===== src/rtl/adder_arb_pkg.sv =====
// Shared defaults and response record for the adder arbiter slice.
package adder_arb_pkg;

    localparam int WIDTH = 6;
    localparam int N_REQ = 4;
    localparam int CNT_W = 16;
    localparam int ID_W  = $clog2(N_REQ);

    // One registered result: owning requester, wrapped sum and carry-out.
    typedef struct packed {
        logic [ID_W-1:0]  id;
        logic [WIDTH-1:0] sum;
        logic             cout;
    } rsp_t;

endpackage


===== src/rtl/adder.sv =====
// Combinational WIDTH-bit adder with carry-out; the shared datapath.
module adder #(
    parameter int WIDTH = 6
) (
    input  logic [WIDTH-1:0] x,
    input  logic [WIDTH-1:0] y,
    output logic [WIDTH-1:0] s,
    output logic             cout
);

    // Widen by one bit so the carry falls out as the top bit of the sum.
    assign {cout, s} = {1'b0, x} + {1'b0, y};

endmodule


===== src/rtl/rr_arbiter.sv =====
// Round-robin selector: first set request at or after ptr, wrapping to 0.
module rr_arbiter #(
    parameter int N = 4
) (
    input  logic [N-1:0]         req,
    input  logic [$clog2(N)-1:0] ptr,
    output logic [N-1:0]         grant,
    output logic [$clog2(N)-1:0] idx,
    output logic                 any
);

    localparam int IW = $clog2(N);

    function automatic int wrap_idx(input int a);
        return (a >= N) ? (a - N) : a;
    endfunction

    // Scan N positions starting at ptr; the first hit wins and stops the search.
    always_comb begin
        grant = '0;
        idx   = '0;
        any   = 1'b0;
        for (int k = 0; k < N; k++) begin
            if (!any && req[wrap_idx(int'(ptr) + k)]) begin
                any                            = 1'b1;
                grant[wrap_idx(int'(ptr) + k)] = 1'b1;
                idx                            = IW'(wrap_idx(int'(ptr) + k));
            end
        end
    end

endmodule


===== src/rtl/adder_arbiter.sv =====
// Shares one adder among N_REQ requesters; registers one result with backpressure.
module adder_arbiter #(
    parameter int WIDTH = adder_arb_pkg::WIDTH,
    parameter int N_REQ = adder_arb_pkg::N_REQ,
    parameter int CNT_W = adder_arb_pkg::CNT_W,
    localparam int ID_W = $clog2(N_REQ)
) (
    input  logic                   clk,
    input  logic                   rst_n,
    input  logic [N_REQ-1:0]       req_valid,
    input  logic [N_REQ*WIDTH-1:0] req_x,
    input  logic [N_REQ*WIDTH-1:0] req_y,
    output logic [N_REQ-1:0]       req_ready,
    output logic                   rsp_valid,
    input  logic                   rsp_ready,
    output logic [ID_W-1:0]        rsp_id,
    output logic [WIDTH-1:0]       rsp_sum,
    output logic                   rsp_cout,
    output logic [CNT_W-1:0]       op_count
);

    logic [WIDTH-1:0] x_arr [N_REQ];
    logic [WIDTH-1:0] y_arr [N_REQ];

    logic [N_REQ-1:0] grant;
    logic [ID_W-1:0]  win_idx;
    logic             win_any;
    logic             can_load;
    logic             load;
    logic             drain;

    logic [WIDTH-1:0] op_x;
    logic [WIDTH-1:0] op_y;
    logic [WIDTH-1:0] add_s;
    logic             add_cout;

    logic             rsp_valid_q, rsp_valid_d;
    logic [ID_W-1:0]  rsp_id_q,    rsp_id_d;
    logic [WIDTH-1:0] rsp_sum_q,   rsp_sum_d;
    logic             rsp_cout_q,  rsp_cout_d;
    logic [ID_W-1:0]  ptr_q,       ptr_d;
    logic [CNT_W-1:0] op_count_q,  op_count_d;

    genvar gi;
    generate
        for (gi = 0; gi < N_REQ; gi++) begin : g_slice
            assign x_arr[gi] = req_x[gi*WIDTH +: WIDTH];
            assign y_arr[gi] = req_y[gi*WIDTH +: WIDTH];
        end
    endgenerate

    rr_arbiter #(
        .N (N_REQ)
    ) u_rr (
        .req   (req_valid),
        .ptr   (ptr_q),
        .grant (grant),
        .idx   (win_idx),
        .any   (win_any)
    );

    // A full register only takes a new result when it is being drained this
    // cycle; reset also forces ready low so nothing is accepted while held.
    assign can_load  = !rsp_valid_q || rsp_ready;
    assign req_ready = (rst_n && can_load) ? grant : '0;
    assign load      = rst_n && can_load && win_any;
    assign drain     = rsp_valid_q && rsp_ready;

    // AND-OR operand mux keyed by the one-hot grant; no index decode needed.
    always_comb begin
        op_x = '0;
        op_y = '0;
        for (int i = 0; i < N_REQ; i++) begin
            op_x = op_x | ({WIDTH{grant[i]}} & x_arr[i]);
            op_y = op_y | ({WIDTH{grant[i]}} & y_arr[i]);
        end
    end

    adder #(
        .WIDTH (WIDTH)
    ) u_adder (
        .x    (op_x),
        .y    (op_y),
        .s    (add_s),
        .cout (add_cout)
    );

    // Next state: load overwrites (even while draining), drain alone empties.
    always_comb begin
        rsp_valid_d = rsp_valid_q;
        rsp_id_d    = rsp_id_q;
        rsp_sum_d   = rsp_sum_q;
        rsp_cout_d  = rsp_cout_q;
        ptr_d       = ptr_q;
        op_count_d  = op_count_q;
        if (drain) begin
            rsp_valid_d = 1'b0;
            if (op_count_q != {CNT_W{1'b1}}) begin
                op_count_d = op_count_q + CNT_W'(1);
            end
        end
        if (load) begin
            rsp_valid_d = 1'b1;
            rsp_id_d    = win_idx;
            rsp_sum_d   = add_s;
            rsp_cout_d  = add_cout;
            ptr_d       = (win_idx == ID_W'(N_REQ - 1)) ? '0 : win_idx + ID_W'(1);
        end
    end

    // State registers with asynchronous clear.
    always_ff @(posedge clk or negedge rst_n) begin
        if (!rst_n) begin
            rsp_valid_q <= 1'b0;
            rsp_id_q    <= '0;
            rsp_sum_q   <= '0;
            rsp_cout_q  <= 1'b0;
            ptr_q       <= '0;
            op_count_q  <= '0;
        end else begin
            rsp_valid_q <= rsp_valid_d;
            rsp_id_q    <= rsp_id_d;
            rsp_sum_q   <= rsp_sum_d;
            rsp_cout_q  <= rsp_cout_d;
            ptr_q       <= ptr_d;
            op_count_q  <= op_count_d;
        end
    end

    assign rsp_valid = rsp_valid_q;
    assign rsp_id    = rsp_id_q;
    assign rsp_sum   = rsp_sum_q;
    assign rsp_cout  = rsp_cout_q;
    assign op_count  = op_count_q;

endmodule


===== config.mk =====
export PLATFORM = sky130hd
export DESIGN_NAME = adder_arbiter
export DESIGN_NICKNAME = d
export VERILOG_FILES = /design/src/rtl/adder_arb_pkg.sv /design/src/rtl/adder.sv /design/src/rtl/rr_arbiter.sv /design/src/rtl/adder_arbiter.sv
export SDC_FILE = /design/constraint.sdc
export NUM_CORES = 1
export LEC_CHECK = 0
export ABC_CLOCK_PERIOD_IN_PS = 11600
export CAP_MARGIN = 25
export CORE_ASPECT_RATIO = 1.4
export CORE_MARGIN = 4
export CORE_UTILIZATION = 31
export CTS_BUF_LIST = sky130_fd_sc_hd__clkbuf_2
export DETAILED_ROUTE_END_ITERATION = 10
export SLEW_MARGIN = 20
export SYNTH_ARGS = -nofsm -noshare
export SYNTH_HDL_FRONTEND = slang
export SYNTH_SLANG_ARGS = --single-unit

===== constraint.sdc =====
create_clock -name clk -period 11.6 [get_ports clk]
set_input_delay 2.32 -clock clk [delete_from_list [all_inputs] [get_ports clk]]
set_output_delay 2.32 -clock clk [all_outputs]
set_load 0.01 [all_outputs]

==> results_dict.tcl, run 1 <==
set metrics [dict create \
    post-place-ws_ns 3.96 \
    busiest_layer "met2" \
    maxSlewHeadroom 0.365 \
    worstSetupStartpointType "input port" \
    rsz0062_at_grt "no" \
    min_period_over_period 0.664 \
    ys_ff_latch 28 \
    synth_edf_count 0 \
    synthTopCellsByCount "37 x a22oi_1, 36 x nand2_1, 28 x dfrtp_1" \
    final.setup_skew_ns 0.00347 \
    ys.flop_type "dfrtp_1" \
    yosysTopAreaCell "dfrtp_1" \
    ys_warn_count 0 \
    port_buffers 84 \
    p_leak_uw 0.00146 \
    areaGrowthSynthToFinish_pct 33.5 \
    outcome "complete, no violations" \
    start_util 0.319 \
    ys_types 52 \
    hp-start "op_count[15]" \
    cts_root_buf "clkbuf_2" \
    crit_path_start "req_valid[2]" \
    track_usage 0.157 \
    drive_gt1_frac 0.0639 \
    syn_inst 324 \
    wirelength_um 8300 \
    place_congestion 0.838 \
    yosysTopAreaCellShare 0.255 \
    stdcell_count 496 \
    peakVddDrop_v 0.000118 \
    rows 40 \
    drv_cap 0 \
    tritoncts "yes" \
    final_hold_viol_count 0 \
    ant_nets 0 \
    syn-cell-area_mm2 0.00275 \
    grt_first_pass_wirelength_um 13800 \
    synth_fp_nets 391 \
    grt_pass1_vias 2892 \
    whs_ns 0.509 \
    grt_util_met1 0.206 \
    cts_buffers 3 \
    drtIter0Drc 308 \
    fp.coreArea_mm2 0.00861 \
    synth.avg_cell_area_um2 8.49 \
    cts.clk_slew.worst_paths_ns 0.25 \
    first_pass_iters 7 \
    vias 2975 \
    dp.cells 491 \
    clock_sinks 28 \
    antenna_found_initial 0 \
    holdBufCountCts 0 \
    synth_most_common_cell "a22oi_1" \
    required_ns 9.28 \
    htreeDepth 1 \
    finalCriticalPeriod_ns 7.70 \
    p_total_uw 954 \
    setup_viol_count_final 0 \
    clk_path_buf_depth 2 \
    gr-usage-met3 0.0263 \
    postSynth.asyncResetShare 1.00 \
    fin_ws_ns 3.90 \
    wl_per_cell_um 16.7 \
    drc 0 \
    fin_tns_setup_ns 0 \
    worst_slew_pin_slew_ns 0.950 \
    powerDensity_mw_per_mm2 260 \
    grt_max_degree 30 \
    drv_slew 0 \
    routed_via_density 6.00 \
    worstSetupEndpointType "output pin" \
    pin_count 85 \
    postCtsSetupBuffers 0 \
    setup.worst_path.class "in -> out" \
    fp.dieH_um 119 \
    cts.repair.resized 0 \
    final_nets 460 \
    fp.dieW_um 87.6 \
    clock_latency_ns 0.35 \
    worstPathArrival_ns 5.38 \
    post-dp-hpwl_um 6210 \
    hold_class "reg -> reg" \
    globalRoute.totalOverflow 0 \
    antenna_cells 0 \
    cp_max_fo 12 \
    synthTopCellsByArea "dfrtp_1 25%, a22oi_1 10%, a221oi_1 6.1%" \
    seq_area_frac_synth 0.255 \
    grtUsageMet2 0.263 \
    fp.dieArea_mm2 0.0105 \
    fmax_mhz 130 \
]
## placed cells by master (no fill, tap or decap), types with 4 or more instances in the layout
master	n
a311oi_1	4
and3_1	6
clkdlybuf4s50_1	84
a221oi_1	19
dfrtp_1	28
a22o_1	5
o21ai_0	8
a21oi_1	21
a22oi_1	37
inv_1	11
nand4_1	4
nand2_1	36
ha_1	11
mux2_2	4
xor2_1	4
buf_4	5
a221o_1	4
xnor2_1	15
a222oi_1	10
nor2_1	14
nand3_1	11
## kinds of logic (layout without fill, tap and decap cells)
| logic type | count (synthesis) | after routing | share of synthesized area |
|---|---|---|---|
| buffers and inverters | 39 | 106 | 0.0646 |
| AO/OA/AOI/OAI | 129 | 129 | 0.355 |
| AND/OR/NAND/NOR | 86 | 86 | 0.149 |
| multiplexers | 11 | 11 | 0.0587 |
| flip-flops | 28 | 28 | 0.255 |
| adder cells (fa/ha/maj) | 12 | 12 | 0.0573 |
| XOR/XNOR | 19 | 19 | 0.0605 |
## report_power, final
group | internal (uW) | switching (uW) | total (uW) | leakage, uW
sequential | 128 | 36.6 | 165 | 0.000347
combinational | 357 | 398 | 755 | 0.00110
clock | 7.02 | 27.4 | 34.4 | 0.0000125
total | 492 | 462 | 954 | 0.00146
## cell type report
| type | count | area [um^2] |
|---|---|---|
| Clock buffer | 3 | 15.0 |
| Fill cell | 872 | 4940 |
| Inverter | 12 | 45.0 |
| Timing Repair Buffer | 91 | 908 |
| Tap cell | 105 | 131 |
| Sequential cell | 28 | 701 |
| Multi-Input combinational cell | 257 | 1870 |
## flip-flops by register name, indices dropped and copies added (netlist names), named ones only
signal,flops
rsp_cout,1
rsp_id,2
rsp_valid,1
op_count,16
ptr_q,1
rsp_sum,6
## through the flow
step	utilization	cell area (um^2)
global route	0.427	3670
detailed placement	0.421	3630
floorplan	-	2750
finish	0.427	3670
global placement	0.420	3620
CTS	0.423	3640
## routing by layer
layer | part of all wire | wire length (um) | up-vias
li1 | - | - | 1407
met1 | 0.42 | 3470 | 1398
met2 | 0.48 | 4000 | 156
met3 | 0.085 | 707 | 14
met4 | 0.016 | 129 | 0
met5 | 0 | 0 | -
## path summary, 6_finish.rpt
check	endpoint	slack, ns	depth (start not counted)
worst max-delay path	req_ready[1]	3.90	8
worst min register to register	op_count[15]	0.51	1
worst max register to register	rsp_cout	6.70	17
min in group asynchronous	op_count[6]	2.31	2
worst min-delay path	op_count[15]	0.51	1
max in group asynchronous	op_count[12]	9.03	2
## critical path: stages
cell and delay [ns]:
clkdlybuf4s50_1 0.58, mux4_2 0.67, nor2b_4 0.19, a22oi_2 0.07, nor2_1 0.73, a221oi_1 0.11
nor2_1 0.15, clkdlybuf4s50_1 0.55
Note: power is estimated with default switching activity, not from simulation.
==> run 2: changes to the inputs <==
ABC_CLOCK_PERIOD_IN_PS = 7400   (was 11600)
clock period = 7.4 ns   (was 11.6 ns; I/O delays follow)
==> results_dict.tcl, run 2 (synthesized netlist as in run 1, its figures left out) <==
set metrics [dict create \
    p_total_uw 1510 \
    fp.dieW_um 87.6 \
    cts.clk_slew.worst_paths_ns 0.24 \
    final_common_cell "clkdlybuf4s50_1" \
    grt_first_pass_wirelength_um 14000 \
    holdBufCountCts 0 \
    worstHoldPathCells 1 \
    drc 0 \
    port_buffers 84 \
    globalRoute.totalOverflow 0 \
    post-place-ws_ns 1.58 \
    start_util 0.319 \
    p_leak_uw 0.00147 \
    postLayoutCellArea_mm2 0.00369 \
    place_congestion 0.842 \
    clk_path_buf_depth 2 \
    cts_root_buf "clkbuf_2" \
    fp.dieArea_mm2 0.0105 \
    outcome "complete, no violations" \
    worstRegToRegCells 16 \
    first_pass_iters 7 \
    finalCriticalPeriod_ns 5.82 \
    grt_max_degree 30 \
    rsz0062_at_grt "no" \
    clock_sinks 28 \
    fp.dieH_um 119 \
    vias 2996 \
    worstPathArrival_ns 4.34 \
    worstSetupStartpointType "input port" \
    final.setup_skew_ns 0.00684 \
    hp-start "op_count[9]" \
    largest_reg_flops 16 \
    hold_class "reg -> reg" \
    routed_via_density 6.02 \
    fill_cells 891 \
    drive_gt1_frac 0.0662 \
    areaGrowthSynthToFinish_pct 34.2 \
    antenna_cells 0 \
    clock_latency_ns 0.35 \
    required_ns 5.92 \
    fin_ws_ns 1.58 \
    cts_buffers 3 \
    final_hold_viol_count 0 \
    whs_ns 0.510 \
    setup.worst_path.class "in -> out" \
    hold-path-endpoint "op_count[9]" \
    place_area_mm2 0.00363 \
    track_usage 0.161 \
    powerDensity_mw_per_mm2 410 \
    maxSlewHeadroom 0.496 \
    drv_cap 0 \
    wl_per_cell_um 17.2 \
    worstSetupEndpointType "output pin" \
    drtIter0Drc 210 \
    r2r-end "rsp_cout" \
    final_nets 461 \
    ant_nets 0 \
    postCtsSetupBuffers 0 \
    setup_viol_count_final 0 \
    min_period_over_period 0.787 \
    htreeDepth 1 \
    peakVddDrop_v 0.000177 \
    rows 40 \
    r2r_setup_slack_ns 2.71 \
    tritoncts "yes" \
    post-dp-hpwl_um 6270 \
    pin_count 85 \
    cp_max_fo 15 \
    fmax_mhz 172 \
    most-common-layout-cells "84 x clkdlybuf4s50_1, 37 x a22oi_1, 36 x nand2_1" \
    drv_slew 0 \
    cts.repair.resized 0 \
    fin_tns_setup_ns 0 \
    wirelength_um 8560 \
    worst_slew_pin_slew_ns 0.756 \
    fp.coreArea_mm2 0.00861 \
    antenna_found_initial 0 \
    grt_pass1_vias 2975 \
]
## run 2: cell count changes in the layout (fill, tap and decap cells not counted), sizes merged
cell	change
clkinv	+1
buf	+1
## run 2: cell type report
cell class,count,area [um^2],share of cell area
Clock buffer,3,15.0,0.00407
Tap cell,105,131,0.0356
Inverter,12,45.0,0.0122
Timing Repair Buffer,92,923,0.250
Clock inverter,1,3.75,0.00102
Multi-Input combinational cell,257,1870,0.507
Sequential cell,28,701,0.190
## run 2: metrics by stage
step	utilization	instances
global placement	0.421	491
detailed placement	0.421	491
finish	0.429	498
CTS	0.424	495
floorplan	-	324
global route	0.429	498
## run 2: worst max path at each step
stage,startpoint,slack (ns),cells after the start,end
after detailed placement,req_valid[2],1.58,7,req_ready[3]
after global placement,req_valid[2],1.63,7,req_ready[0]
after global routing,req_valid[2],1.37,7,req_ready[0]
after CTS,req_valid[2],1.57,7,req_ready[3]
after floorplan,req_valid[0],2.85,7,req_ready[3]
final,req_valid[2],1.58,7,req_ready[3]
## run 2: where the power goes
group | internal [uW] | switching (uW) | leakage (uW)
Clock | 11.7 | 43.7 | 0.0000140
Combinational | 568 | 633 | 0.00111
Sequential | 201 | 55.9 | 0.000347
## run 2: critical path, cell delays in order
cell,delay [ns]
clkdlybuf4s50_1,0.57
mux4_2,0.66
nand3b_1,0.23
a21oi_2,0.61
a221oi_1,0.10
nor2_1,0.13
clkdlybuf4s50_1,0.55
## run 2: metal layers
metal | share of wire | vias up | wire [um] | global-route usage
met1 | 0.42 | 1418 | 3600 | 0.209
met2 | 0.49 | 161 | 4170 | 0.269
met5 | 0 | - | 0 | 0
met4 | 0.011 | 0 | 91 | 0.0480
met3 | 0.081 | 12 | 696 | 0.0249
li1 | - | 1405 | - | -
==> run 3: changes to the inputs <==
ABC_CLOCK_PERIOD_IN_PS = 6000   (was 7400)
clock period = 6 ns   (was 7.4 ns; I/O delays follow)
==> results_dict.tcl, run 3 (synthesized netlist as in run 1, its figures left out) <==
set metrics [dict create \
    required_ns 4.80 \
    routed_via_density 5.94 \
    hold_class "reg -> reg" \
    p_leak_uw 0.00147 \
    worstSetupEndpointType "output pin" \
    areaGrowthSynthToFinish_pct 33.9 \
    post-dp-hpwl_um 6220 \
    final_hold_viol_count 0 \
    p_total_uw 1850 \
    start_util 0.319 \
    busiest_layer "met2" \
    fp.dieH_um 119 \
    crit_path_start "req_valid[2]" \
    seqCellArea_um2 701 \
    final_common_cell "clkdlybuf4s50_1" \
    drive_gt1_frac 0.0689 \
    antenna_found_initial 0 \
    track_usage 0.152 \
    clk_path_buf_depth 2 \
    largest_reg_flops 16 \
    peakVddDrop_v 0.000186 \
    drv_cap 0 \
    drtIter0Drc 261 \
    fin_tns_setup_ns 0 \
    worstPathArrival_ns 3.82 \
    drv_slew 0 \
    clock_latency_ns 0.34 \
    fill_cells 875 \
    hp-start "op_count[5]" \
    port_buffers 84 \
    setup_viol_count_final 0 \
    pin_count 85 \
    clock_sinks 28 \
    antenna_cells 0 \
    ant_nets 0 \
    tritoncts "yes" \
    worstSetupStartpointType "input port" \
    htreeDepth 1 \
    holdBufCountCts 0 \
    worst_slew_pin_slew_ns 1.01 \
    cts.clk_slew.worst_paths_ns 0.23 \
    multiInputGateArea_mm2 0.00187 \
    wl_per_cell_um 16.9 \
    postLayoutCellArea_mm2 0.00368 \
    cts.repair.resized 0 \
    place_area_mm2 0.00363 \
    drc 0 \
    finalCriticalPeriod_ns 5.02 \
    grt_pass1_vias 2812 \
    maxSlewHeadroom 0.326 \
    final_nets 461 \
    cts_buffers 3 \
    first_pass_iters 5 \
    gr-usage-met3 0.0180 \
    globalRoute.totalOverflow 0 \
    cts_root_buf "clkbuf_2" \
    whs_ns 0.511 \
    wirelength_um 8380 \
    cp_max_fo 16 \
    fmax_mhz 199 \
    place_congestion 0.859 \
    min_period_over_period 0.837 \
    rows 40 \
    fp.dieArea_mm2 0.0105 \
    fp.coreArea_mm2 0.00861 \
    grtUsageMet2 0.256 \
    grt_util_met1 0.208 \
    grt_max_degree 30 \
    vias 2954 \
    outcome "complete, no violations" \
    most-common-layout-cells "84 x clkdlybuf4s50_1, 37 x a22oi_1, 36 x nand2_1" \
    final.setup_skew_ns 0.00620 \
    fp.dieW_um 87.6 \
    rsz0062_at_grt "no" \
    setup.worst_path.class "in -> out" \
    powerDensity_mw_per_mm2 502 \
    postCtsSetupBuffers 0 \
    grt_first_pass_wirelength_um 13500 \
]
-- run 3: cell count changes in the layout (fill, tap and decap cells not counted), sizes merged --
cell | previous run | this run
clkinv | 1 | 0
-- run 3: final cells by class --
type | count | area share
clock buffers | 3 | 0.00408
inverters | 12 | 0.0122
multi-input cells | 257 | 0.509
flip-flops and latches | 28 | 0.190
well taps | 105 | 0.0357
repair buffers | 92 | 0.249
-- run 3: path summary, 6_finish.rpt --
| path | slack, ns | cells past startpoint | end |
|---|---|---|---|
| setup reg to reg | 1.50 | 15 | rsp_sum[5] |
| min in group asynchronous | 1.19 | 2 | op_count[8] |
| hold reg to reg | 0.51 | 1 | op_count[5] |
| setup / recovery | 0.98 | 9 | req_ready[1] |
| max in group asynchronous | 4.55 | 2 | async pin |
| hold / removal | 0.51 | 1 | op_count[5] |
-- run 3: per-layer routing --
layer | routed length, um | vias up
met5 | 0 | -
met1 | 3570 | 1392
met2 | 4090 | 149
li1 | - | 1403
met3 | 648 | 10
met4 | 70 | 0
-- run 3: report_power, final --
| part | internal [uW] | switching, uW |
|---|---|---|
| sequential | 248 | 67.8 |
| clock | 13.6 | 51.6 |
| combinational | 700 | 769 |
| total | 962 | 889 |
-- run 3: worst max-delay path, stage by stage --
cell and delay, ns:
clkdlybuf4s50_1 0.66, or3b_1 0.38, a211oi_1 0.25, a311oi_1 0.12, nor2_1 0.14, buf_4 0.24
a221oi_1 0.12, nor2_1 0.16, clkdlybuf4s50_1 0.56
-- run 3: through the flow --
step           setup WS (ns)   util  std cells
3_5_place_dp           0.985  0.422        492
6_report               0.980  0.428        497
3_3_place_gp            1.02  0.422        492
2_1_floorplan           1.93      -        324
5_1_grt                0.766  0.428        497
4_1_cts                0.909  0.424        495
